File: src/rtl/serial_adder_ctrl.sv
// Bit-serial adder controller: drives one full-adder cell over WIDTH cycles, LSB first,
// and owns the operand shifters, carry flop, bit counter and result registers.
module serial_adder_ctrl #(
  parameter int unsigned WIDTH = 8
) (
  input  logic             clk,
  input  logic             rst_n,
  input  logic             start,
  input  logic [WIDTH-1:0] A,
  input  logic [WIDTH-1:0] B,
  input  logic             Cin,
  output logic             busy,
  output logic             done,
  output logic [WIDTH-1:0] Sum,
  output logic             Cout,
  output logic             Ovf
);

  localparam int unsigned CW = $clog2(WIDTH);

  typedef enum logic [1:0] {IDLE, RUN, DONE} state_t;

  state_t           state_q, state_d;
  logic [WIDTH-1:0] a_sh_q, a_sh_d;
  logic [WIDTH-1:0] b_sh_q, b_sh_d;
  logic [WIDTH-1:0] res_q, res_d;
  logic [WIDTH-1:0] sum_q, sum_d;
  logic [CW-1:0]    cnt_q, cnt_d;
  logic             carry_q, carry_d;
  logic             cout_q, cout_d;
  logic             ovf_q, ovf_d;
  logic             fa_s, fa_c;

  always_comb begin
    fa_s    = a_sh_q[0] ^ b_sh_q[0] ^ carry_q;
    fa_c    = (a_sh_q[0] & b_sh_q[0]) | (carry_q & (a_sh_q[0] ^ b_sh_q[0]));
    state_d = state_q;
    a_sh_d  = a_sh_q;
    b_sh_d  = b_sh_q;
    res_d   = res_q;
    sum_d   = sum_q;
    cnt_d   = cnt_q;
    carry_d = carry_q;
    cout_d  = cout_q;
    ovf_d   = ovf_q;
    case (state_q)
      IDLE, DONE: begin
        if (start) begin
          a_sh_d  = A;
          b_sh_d  = B;
          res_d   = '0;
          carry_d = Cin;
          cnt_d   = '0;
          state_d = RUN;
        end else if (state_q == DONE) begin
          state_d = IDLE;
        end
      end
      RUN: begin
        a_sh_d  = a_sh_q >> 1;
        b_sh_d  = b_sh_q >> 1;
        res_d   = {fa_s, res_q[WIDTH-1:1]};
        carry_d = fa_c;
        cnt_d   = cnt_q + 1'b1;
        // On the MSB cycle carry_q is the carry into the MSB, needed for Ovf.
        if (cnt_q == CW'(WIDTH - 1)) begin
          sum_d   = {fa_s, res_q[WIDTH-1:1]};
          cout_d  = fa_c;
          ovf_d   = carry_q ^ fa_c;
          state_d = DONE;
        end
      end
      default: state_d = IDLE;
    endcase
  end

  always_ff @(posedge clk or negedge rst_n) begin
    if (!rst_n) begin
      state_q <= IDLE;
      a_sh_q  <= '0;
      b_sh_q  <= '0;
      res_q   <= '0;
      sum_q   <= '0;
      cnt_q   <= '0;
      carry_q <= 1'b0;
      cout_q  <= 1'b0;
      ovf_q   <= 1'b0;
    end else begin
      state_q <= state_d;
      a_sh_q  <= a_sh_d;
      b_sh_q  <= b_sh_d;
      res_q   <= res_d;
      sum_q   <= sum_d;
      cnt_q   <= cnt_d;
      carry_q <= carry_d;
      cout_q  <= cout_d;
      ovf_q   <= ovf_d;
    end
  end

  assign busy = (state_q == RUN);
  assign done = (state_q == DONE);
  assign Sum  = sum_q;
  assign Cout = cout_q;
  assign Ovf  = ovf_q;

endmodule

File: config.mk
export PLATFORM = sky130hd
export DESIGN_NAME = serial_adder_ctrl
export DESIGN_NICKNAME = d
export VERILOG_FILES = /design/src/rtl/serial_adder_ctrl.sv
export SDC_FILE = /design/constraint.sdc
export NUM_CORES = 1
export LEC_CHECK = 0
export CAP_MARGIN = 20
export CORE_ASPECT_RATIO = 2
export CORE_MARGIN = 8
export CORE_UTILIZATION = 35
export CTS_BUF_LIST = sky130_fd_sc_hd__clkbuf_8
export DETAILED_ROUTE_END_ITERATION = 8
export GPL_ROUTABILITY_DRIVEN = 1
export HOLD_SLACK_MARGIN = 0.1
export PLACE_DENSITY = 0.61
export SYNTH_ARGS = -nofsm -noshare
export SYNTH_HDL_FRONTEND = slang
export SYNTH_SLANG_ARGS = --single-unit
File: constraint.sdc
create_clock -name clk -period 3.9 [get_ports clk]
set_clock_uncertainty 0.2 [all_clocks]
set_input_delay 0.78 -clock clk [delete_from_list [all_inputs] [get_ports clk]]
set_output_delay 0.78 -clock clk [all_outputs]
set_load 0.02 [all_outputs]
## Yosys cells after proc, flatten, opt, wreduce, memory -nomap -nowiden

Index checks and enable logic that the tools add are counted.

| storage, ports and cells | value |
|---|---|
| flip-flop bits (word level) | 40 |
| input port bits | 20 |
| output and inout bits | 12 |
| word-level logic and storage cells | 42 |

| cells by class | value |
|---|---|
| muxes and demuxes | 14 |
| reduce and logical (&&, ||, !) cells | 6 |
| $add $sub $neg | 1 |
| equality and inequality tests | 6 |
| bitwise gates (word level) | 6 |

Operator list:

| kind | count |
|---|---|
| $pmux 8 s2 | 3 |
| $mux 8 | 3 |
| $mux 2 | 3 |
| $pmux 3 s2 | 1 |
| $reduce_and 2->1 | 3 |
| $pmux 2 s2 | 1 |
| $add 3x1->3 const B | 1 |
| $eq 3x3->1 const B | 1 |
| $mux 3 | 1 |
| $ne 3x3->1 const B | 1 |
| $xor 1x1->1 | 3 |
| $and 1x1->1 | 2 |
| $eq 2x1->1 const B | 1 |
| $eq 2x2->1 const B | 1 |
| $logic_not 2->1 | 1 |
| $ne 2x1->1 const B | 1 |
| $ne 2x2->1 const B | 1 |
| $pmux 1 s2 | 1 |
| $reduce_bool 2->1 | 1 |
| $reduce_or 2->1 | 1 |
| $mux 1 | 1 |
| $or 1x1->1 | 1 |

## Depth between registers and ports, before layout

| depth | value |
|---|---|
| depth in word-level cells | 4 |
| depth in mapped cells | 6 |
| gate-level depth less buffers | 5 |

## Worst setup path before layout

Ideal clock, no wire load.

| timing path | value |
|---|---|
| path type | register to output |
| from | register state_q[1] |
| to | output done |
| stages on the path, launching flop included | 5 |
| data arrival time | 1107 ps |
| slack | 1813 ps |
| buffers on the path | 3 |
| data required time | 2920 ps |
| path through | dfrtp_1 > buf_6 > buf_6 > buf_8 > nor2b_1 |

| between the ends | value |
|---|---|
| cells in the longest elaborated chain, start to end | 1 |

Ends and longest elaborated chain:

| item | line | RTL |
|---|---|---|
| start: declaration | 23 | `state_t state_q, state_d;` |
| start signal: assignment | 89 | `state_q <= state_d;` |
| $eq 2x2->1 | 102 | `assign done = (state_q == DONE);` |
| end: declaration | 13 | `output logic done,` |

No other way between the ends.

## Worst setup path in the final report

| timing path | value |
|---|---|
| from | register state_q[0] |
| to | output busy |

| between the ends | value |
|---|---|
| cells in the longest elaborated chain, start to end | 1 |

Ends and longest elaborated chain:

| item | line | RTL |
|---|---|---|
| $eq 2x1->1 | 101 | `assign busy = (state_q == RUN);` |
| end: declaration | 12 | `output logic busy,` |

No other way between the ends.

==> metrics <==
Clock Pin Slew Worst Setup and Hold Paths 0.08 ns; Fin. Hold Viols 0; layout overhead on the synthesized area 22.47%; status completed; CP max stage delay 0.60 ns; critical path cell sequence buf_4 -> nand2b_1 -> inv_1 -> clkdlybuf4s50_1; Syn Area/Cell 11.96 sq um; Clock Tree Buf Depth 2; share of post-route cells with drive strength above 1 roughly 15%; post-cts gate resize count 0; clock root buffer clkbuf_8; Critical Path End Type primary output; Critical Path AT 1.88 ns; H-tree depth 2; worst min path class reg -> reg; static leakage 0.9761 nW; CTS Buf Count 5; WL/cell between 15 and 20 um; chip height between 100 and 150 um; Crit Path Max Fanout a little under 50; Power Density 776.0 mW/mm^2; Top-Level Pins 32; DR iter-0 viols 33; antenna-violating nets left 0; DIE WIDTH between 60 and 70 um; CTS tree yes; Vias/cell 5.202; total track usage 10.16%; CP max-delay cell clkdlybuf4s50_1; overall routed net length 3.934 mm; WS Path Type reg -> out; Skew-Pair Late Insertion Delay 0.29 ns; 1st-pass router iterations 4; IO Port Bufs 31; post-CTS setup buffer count 0; Starting Density a little over a third; FMAX 349.8 MHz; register area share after synthesis about half; Core Region roughly 0.0054 sq mm; Slew headroom roughly 41%; unrepaired setup endpoints after global routing no; Final #Nets ~210; Worst Setup Start Kind register; max-slew violations 0; DIE AREA about 0.0083 sq mm; routed vias 1311; Crit path required time slightly below 3 ns; Seq cells post-synth 39; vias in the first global route between 1000 and 1500; Worst-Margin Slew 0.8795 ns; DR DRC count 0; CTS sink count 39; final setup TNS 0 ns; crit path buf inv count 3; Rows 38; Mapped Nets between 150 and 200; # diodes 0; Ys Warns 0; post-synthesis cell area just under 0.002 sq mm; Peak VDD IR 0.4532 mV; MaxCap Viol Count 0; total global routing overflow 0; cell count after synthesis around 160; largest delay contributor family on the critical path buffers and inverters; detailed-placement wirelength estimate 2.823 mm; number of distinct library cells after synthesis 25; global-route wire length before repair ~6.6 mm; # hold bufs at CTS 0; routability cong. slightly below 0.7; period utilization between 70% and 80%; Final setup viols 0; initial antenna violation count 0; pin count of the biggest net entering global routing 50; overall power around 0.0018 W; Min Clock Period, post-route around 2.9 ns
==> sequential cells by signal (all words and copies together) (netlist names) <==
name     cells
res_q        7
Ovf          1
Sum          8
Cout         1
cnt_q        3
state_q      2
b_sh_q       8
a_sh_q       8
carry_q      1
==> routing by layer <==
layer / routed length (um) / vias to the layer above / share of wire, % / global-route usage [%]
met4: 55 / 0 / 1.4 / 3.097
met1: 1649 / 637 / 42 / 11.72
met2: 2018 / 25 / 51 / 17.20
met5: 0 / - / 0 / 0
met3: 210 / 5 / 5.3 / 2.868
li1: - / 644 / - / -
==> area by class of cell <==
class	count	area (sq um)
flip-flops and latches	39	975.9
repair buffers	34	327.8
well taps	60	75.07
clock inverters	2	35.03
fillers	504	2999
multi-input cells	109	869.6
inverters	2	7.507
clock buffers	6	82.58
==> synthesized netlist by cell type <==
| master | n | area share (%) |
|---|---|---|
| dfrtp_1 | 39 | 50 |
| mux2_2 | 17 | 9.9 |
| mux2i_1 | 17 | 8.8 |
| a211oi_1 | 15 | 5.8 |
| a21oi_1 | 15 | 3.9 |
| nor2b_1 | 14 | 4.5 |
| a22o_1 | 8 | 3.6 |
| o21ai_0 | 6 | 1.5 |
| buf_2 | 5 | 1.3 |
| nand2b_1 | 3 | 0.97 |
| nand3_1 | 3 | 0.77 |
| and2b_1 | 2 | 0.77 |
| buf_4 | 2 | 0.77 |
| buf_6 | 2 | 1.2 |
| ha_1 | 2 | 1.3 |
| inv_1 | 2 | 0.39 |
| nand2_1 | 2 | 0.39 |
| buf_1 | 1 | 0.19 |
| buf_8 | 1 | 0.77 |
| clkbuf_1 | 1 | 0.19 |
| fa_1 | 1 | 1.0 |
| mux2_1 | 1 | 0.58 |
| nand3b_1 | 1 | 0.39 |
| nor2_1 | 1 | 0.19 |
| xnor2_1 | 1 | 0.45 |
==> per-stage QoR <==
| stage | util, % | worst slack, ns | hold slack (ns) | instance area [sq um] | instances |
|---|---|---|---|---|---|
| CTS | 44.18 | 1.048 | 0.3020 | 2374 | 252 |
| detailed placement | 41.99 | 1.193 | 0.2853 | 2256 | 244 |
| global placement | 41.99 | 1.246 | 0.2657 | 2256 | 244 |
| floorplan | - | 1.813 | 0.2649 | 1938 | 162 |
| global route | 44.18 | 0.9224 | 0.3326 | 2374 | 252 |
| finish | 44.18 | 1.041 | 0.2935 | 2374 | 252 |
==> cells by family after synthesis <==
family / synth area share (%)
compound gates: 14.85
flops: 50.36
mux: 19.24
simple gates: 8.005
buf+inv: 4.776
fa+ha+maj: 2.324
xor+xnor: 0.4520
==> path summary, 6_finish.rpt <==
path                            start         end  slack [ns]  depth (start not counted)
max                        state_q[0]        busy        1.04                          4
max in group asynchronous       rst_n   b_sh_q[3]        2.54                          1
max reg2reg                state_q[0]      Sum[3]        1.87                          3
min                            Sum[3]      Sum[3]        0.29                          1
min reg2reg                    Sum[3]      Sum[3]        0.29                          1
min in group asynchronous       rst_n  state_q[0]        0.41                          1
==> power breakdown <==
part	total, W	leakage, nW	internal, W	switching (W)
logic	0.000759	0.435	0.000407	0.000352
registers	0.000735	0.480	0.000595	0.000140
clock network	0.000348	0.0612	0.000207	0.000141
total	0.00184	0.976	0.00121	0.000633
==> layout by cell type, fill, tap and decap left out <==
master,count
o21ai_0,6
a211oi_1,15
mux2_2,17
dfrtp_1,39
nand3_1,3
bufinv_16,1
buf_4,3
mux2i_1,17
mux2_1,1
nand3b_1,1
clkbuf_8,6
inv_1,2
nand2_1,2
and2b_1,2
ha_1,2
a21oi_1,15
nor2_1,1
fa_1,1
buf_2,1
clkdlybuf4s50_1,30
nand2b_1,3
a22o_1,8
nor2b_1,14
xnor2_1,1
clkinv_2,1
Power figures use the tool's default switching activity.
